**src/rtl/mlu_pkg.sv**
```systemverilog
// mlu_pkg: shared FSM states, opcodes and iteration count for the MLU
package mlu_pkg;
  typedef enum logic [1:0] {IDLE, CALC, DONE} state_t;
  localparam logic [2:0] OP_ADD = 3'd0;
  localparam logic [2:0] OP_SUB = 3'd1;
  localparam logic [2:0] OP_AND = 3'd2;
  localparam logic [2:0] OP_OR  = 3'd3;
  localparam logic [2:0] OP_MUL = 3'd4;
  localparam logic [2:0] OP_XOR = 3'd5;
  localparam logic [2:0] OP_SHL = 3'd6;
  localparam logic [2:0] OP_DIV = 3'd7;
  localparam int ITER_CNT = 3;
endpackage

```
**src/rtl/mlu_iter_unit.sv**
```systemverilog
// mlu_iter_unit: shared shift-add multiplier / restoring divider (divider built only with MLU_DIV_EN)
module mlu_iter_unit #(
  parameter int W = 3
) (
  input  logic           clk,
  input  logic           rst,
  input  logic           load,
  input  logic           step,
  input  logic           div,
  input  logic [W-1:0]   a,
  input  logic [W-1:0]   b,
  output logic [2*W-1:0] res
);
  logic [2*W-1:0] acc_q, acc_d, x_q, x_d, div_next;
  logic [W-1:0]   y_q, y_d;
`ifdef MLU_DIV_EN
  logic [W:0] sh, diff;
  logic       ge;
  assign sh       = {acc_q[2*W-1:W], acc_q[W-1]};
  assign ge       = sh >= {1'b0, y_q};
  assign diff     = sh - {1'b0, y_q};
  assign div_next = {ge ? diff[W-1:0] : sh[W-1:0], acc_q[W-2:0], ge};
`else
  assign div_next = acc_q;
`endif
  assign res = acc_d;
  // load seeds acc ({rem,quo} for divide, product for multiply); step runs one iteration
  always_comb begin
    acc_d = acc_q;
    x_d   = x_q;
    y_d   = y_q;
    if (load) begin
      acc_d = div ? {{W{1'b0}}, a} : '0;
      x_d   = {{W{1'b0}}, a};
      y_d   = b;
    end else if (step) begin
      acc_d = div ? div_next : acc_q + (y_q[0] ? x_q : '0);
      x_d   = div ? x_q : x_q << 1;
      y_d   = div ? y_q : y_q >> 1;
    end
  end
  // iteration registers
  always_ff @(posedge clk or posedge rst) begin
    if (rst) begin
      acc_q <= '0;
      x_q   <= '0;
      y_q   <= '0;
    end else begin
      acc_q <= acc_d;
      x_q   <= x_d;
      y_q   <= y_d;
    end
  end
endmodule

```
**src/rtl/mlu_core.sv**
```systemverilog
// mlu_core: multi-cycle ALU, IDLE/CALC/DONE FSM; opcode 7 divides only with MLU_DIV_EN
module mlu_core import mlu_pkg::*; #(
  parameter int DATA_W = 3
) (
  input  logic                clk,
  input  logic                reset,
  input  logic                start,
  input  logic [DATA_W-1:0]   A,
  input  logic [DATA_W-1:0]   B,
  input  logic [DATA_W-1:0]   N,
  output logic [2*DATA_W-1:0] result,
  output logic                ready
);
  localparam int RW = 2 * DATA_W;
  state_t            state_q, state_d;
  logic [DATA_W-1:0] a_q, a_d, b_q, b_d, n_q, n_d;
  logic [1:0]        cnt_q, cnt_d;
  logic [RW-1:0]     result_q, result_d, alu, iter_res, ax, bx;
  logic              multi, load, step, div;
`ifdef MLU_DIV_EN
  assign multi = (n_q == OP_MUL) || (n_q == OP_DIV);
`else
  assign multi = n_q == OP_MUL;
`endif
  assign div    = load ? (N == OP_DIV) : (n_q == OP_DIV);
  assign ax     = RW'(a_q);
  assign bx     = RW'(b_q);
  assign result = result_q;
  assign ready  = state_q == DONE;
  mlu_iter_unit #(.W(DATA_W)) u_iter (
    .clk(clk), .rst(reset), .load(load), .step(step), .div(div),
    .a(A), .b(B), .res(iter_res)
  );
  // single-cycle ops; opcode 7 falls through to zero when the divider is absent
  always_comb begin
    alu = n_q == OP_ADD ? ax + bx :
          n_q == OP_SUB ? ax - bx :
          n_q == OP_AND ? ax & bx :
          n_q == OP_OR  ? ax | bx :
          n_q == OP_XOR ? ax ^ bx :
          n_q == OP_SHL ? ax << b_q : '0;
  end
  // next state, operand capture and result load on entry to DONE
  always_comb begin
    state_d  = state_q;
    a_d      = a_q;
    b_d      = b_q;
    n_d      = n_q;
    cnt_d    = cnt_q;
    result_d = result_q;
    load     = 1'b0;
    step     = 1'b0;
    case (state_q)
      IDLE: if (start) begin
        state_d = CALC;
        a_d     = A;
        b_d     = B;
        n_d     = N;
        cnt_d   = '0;
        load    = 1'b1;
      end
      CALC: begin
        step  = multi;
        cnt_d = cnt_q + 2'd1;
        if (!multi || cnt_q == 2'(ITER_CNT - 1)) begin
          state_d  = DONE;
          result_d = multi ? iter_res : alu;
        end
      end
      default: state_d = IDLE;
    endcase
  end
  // state and datapath registers
  always_ff @(posedge clk or posedge reset) begin
    if (reset) begin
      state_q  <= IDLE;
      a_q      <= '0;
      b_q      <= '0;
      n_q      <= '0;
      cnt_q    <= '0;
      result_q <= '0;
    end else begin
      state_q  <= state_d;
      a_q      <= a_d;
      b_q      <= b_d;
      n_q      <= n_d;
      cnt_q    <= cnt_d;
      result_q <= result_d;
    end
  end
endmodule

```
**config.mk**
```make
export PLATFORM = sky130hd
export DESIGN_NAME = mlu_core
export DESIGN_NICKNAME = d
export VERILOG_FILES = /design/src/rtl/mlu_pkg.sv /design/src/rtl/mlu_iter_unit.sv /design/src/rtl/mlu_core.sv
export SDC_FILE = /design/constraint.sdc
export NUM_CORES = 1
export LEC_CHECK = 0
export BUFFER_PORTS_ARGS = -buffer_cell sky130_fd_sc_hd__buf_2
export CORE_MARGIN = 2
export CORE_UTILIZATION = 25
export DETAILED_ROUTE_END_ITERATION = 8
export GPL_TIMING_DRIVEN = 1
export SYNTH_ARGS = -nofsm -noshare
export SYNTH_HDL_FRONTEND = slang
export SYNTH_SLANG_ARGS = --single-unit
```
**constraint.sdc**
```tcl
create_clock -name clk -period 2.75 [get_ports clk]
set_input_delay 0.1375 -clock clk [delete_from_list [all_inputs] [get_ports clk]]
set_output_delay 0.1375 -clock clk [all_outputs]
set_load 0.1 [all_outputs]
```
==> out/summary.txt <==
Clock Sinks: 34
first-pass GRT wire length: 9.418 mm
WS Path Type: reg -> reg
Clk pin slew, worst setup/hold paths: 0.07 ns
Netlist Area Pre-Place: 2302 um2
non-filler cells, final: 395
Resize count post-CTS: 0
sequential share of the synthesized area: 36.96%
CP Cell Sequence: nand2_1 > inv_1 > ha_1 > a211oi_1 > o21ai_0 > a2111oi_0 > or3_1 > nand3_1
Slew Viols, Final: 0
Setup crit end kind: flop
vias in the first global route: 1917
Post-synth EDFFs: 0
Least-Margin Pin Slew: 0.7025 ns
Root Driver: clkbuf_8
register bit total from synthesis: 34
Setup Skew: 0.008693 ns
antenna-violating nets left: 0
hold slack: 0.08005 ns
CTS tree: done
DRT Wirelength: 5.597 mm
CP startpoint: u_iter.y_q[0]$_DFFE_PP0P_
leakage: 1.197 nW
number of fillers in the final layout: 955
TNS Setup: 0 ns
First DRT Iteration DRCs: 88
Worst-Skew Late Latency: 0.29 ns
met1 Use GR: 17.59%
min cycle time layout: 2.376 ns
critical-path maximum fanout: 7
peak supply drop: 0.0003813 V
Starting Density: 25.40%
final hold violation count: 0
YS warnings: 0
WP data required: 2.91 ns
DR vias: 1973
Avg Synthesized Cell Area: 8.821 um2
HP Start: N[1]
Die Wd: 99.96 um
R2R cell count: 8
n_diodes: 0
DR pass1 iterations: 4
commonest non-fill, non-tap cell in the layout: nand2_1
Port Buf Inserts: 18
total power: 3.143 mW
initial antenna violation count: 0
setup bufs post-CTS: 0
r2r setup slk: 0.37 ns
# setup viols final: 0
CTS max path bufs: 2
DP Cell Count: 387
# hold bufs at CTS: 1
status: complete, no violations
met2 GRT Util: 16.89%
global-route usage over all layers: 11.82%
busiest layer in global routing: met1
Max Clock Freq: 0.4209 GHz
FFs w/ async S/R, synth: 100.0%
WL/cell: 14.17 um
number of primary I/O pins: 19
nets@finish: 315
Post-Synthesis Cells: 261
Max Cap Viol: 0
core area: 9065 um2
area grow syn2layout: 15.87%
period utilization: 86.39%
H-tree depth: 2
Unique masters post-synth: 56
min-delay worst type: in -> reg
P per Cell Area: 1178 nW/um2
r2r endpoint: result[5]$_DFFE_PP0P_
layout cells sized above 1: 15.14%
syn_nets: 292
critical path data arrival time: 2.54 ns
reg2reg start: u_iter.y_q[0]$_DFFE_PP0P_
CP endpoint: result[5]$_DFFE_PP0P_
gpl congestion: 0.8584
Critical Path Max Stage Delay: 0.56 ns
met3 GRT Util: 2.507%
largest net degree at the start of global routing: 35
Die H: 99.96 um
Vias/cell: 4.995
GRT overflow: 0
CP max stage cell: a2111oi_0
die area: 9992 um2
row count: 35
RSZ-0062 raised after global routing: false
Startpoint Class: flop
CTS buffer count: 5
DP Wirelength: 4.270 mm
Residual DRC: 0
commonest cells after routing, fill and taps aside: 40 x nand2_1, 34 x dfrtp_1, 21 x o21ai_0, 18 x buf_2
Synth Flop Type: dfrtp_1
Slew headroom: 52.96%
## stage by stage
step                      cell area (um2)  utilization (%)  worst slack (ns)
after floorplan                      2302                -            0.6714
after global placement               2545            28.07            0.5274
after detailed placement             2545            28.07            0.4370
after CTS                            2668            29.43            0.3960
after global routing                 2668            29.43           0.09881
final                                2668            29.43            0.3742
## metal layers
layer / wire [um] / share of wire, %
met5: 0 / 0
met4: 70 / 1.3
met3: 233 / 4.2
met2: 2307 / 41
met1: 2986 / 53
## logic make-up after synthesis
family	share of synthesized area [%]
buffers and inverters	5.000
xor gates and xnor gates	0.7610
muxes	2.228
AOI/OAI and AO/OA	22.01
and+or+nand+nor	21.74
adders and majority gates	11.30
DFF	36.96
## where the power goes
part / total, mW / switching [mW] / internal (mW)
registers: 0.913 / 0.211 / 0.702
logic: 1.76 / 1.16 / 0.606
clock network: 0.469 / 0.179 / 0.290
## cell usage after synthesis, drive strengths merged, types with 2 or more instances
cell      n  area, um2
a22oi     4      30.03
and3b     2      17.52
or2       2      12.52
ha       16      200.2
and2      4      25.02
nor3b     2      15.01
o22ai     2      12.51
nor3      3      15.01
buf       3      21.27
mux2i     4      40.04
clkbuf    8      30.03
o211ai    6      45.04
nand3    14      70.07
a211oi    4      30.03
nor2     10      37.54
o31ai     3      27.52
nand4     2      12.51
o21ai    21      105.1
a2bb2oi   2      17.52
a31oi     2      12.51
nand2b    3      18.77
nor2b     9      56.30
a21oi    12      63.81
o32a      2      20.02
dfrtp    34      850.8
or3b      3      26.28
nand2    40      150.1
a21o      2      15.01
inv      16      60.06
xor2      2      17.52
fa        3      60.06
nand3b    2      15.01
## critical path, delay by kind of cell (launching register included)
family | cells | cell delay, ns
buf+inv | 1 | 0.05
flops | 1 | 0.43
fa+ha+maj | 1 | 0.29
simple gates | 3 | 0.37
compound gates | 3 | 1.11
## flip-flops by register name, indices dropped and copies added, names as in the netlist
signal / flops
result: 6
u_iter.acc_q: 6
state_q: 2
cnt_q: 2
u_iter.x_q: 6
a_q: 3
b_q: 3
u_iter.y_q: 3
n_q: 3
## worst min-delay path by stage
stage | end | slack (ns) | cells after the start
5_1_grt | n_q[1]$_DFFE_PP0N_ | 0.07 | 3
2_1_floorplan | n_q[1]$_DFFE_PP0N_ | 0.24 | 2
3_3_place_gp | a_q[0]$_DFFE_PP0N_ | 0.26 | 3
3_5_place_dp | u_iter.y_q[2]$_DFFE_PP0P_ | 0.27 | 3
4_1_cts | n_q[1]$_DFFE_PP0N_ | 0.07 | 3
6_report | n_q[1]$_DFFE_PP0N_ | 0.08 | 3
## area by class of cell
class	instances	area (um2)	share of cell area [%]
clock buffers	6	82.58	3.096
well taps	111	138.9	5.206
clock inverters	1	30.03	1.126
inverters	17	63.81	2.392
repair buffers	27	160.2	6.004
multi-input cells	199	1341	50.28
flip-flops and latches	34	850.8	31.89
No activity file was read; power rests on OpenSTA's default activity.
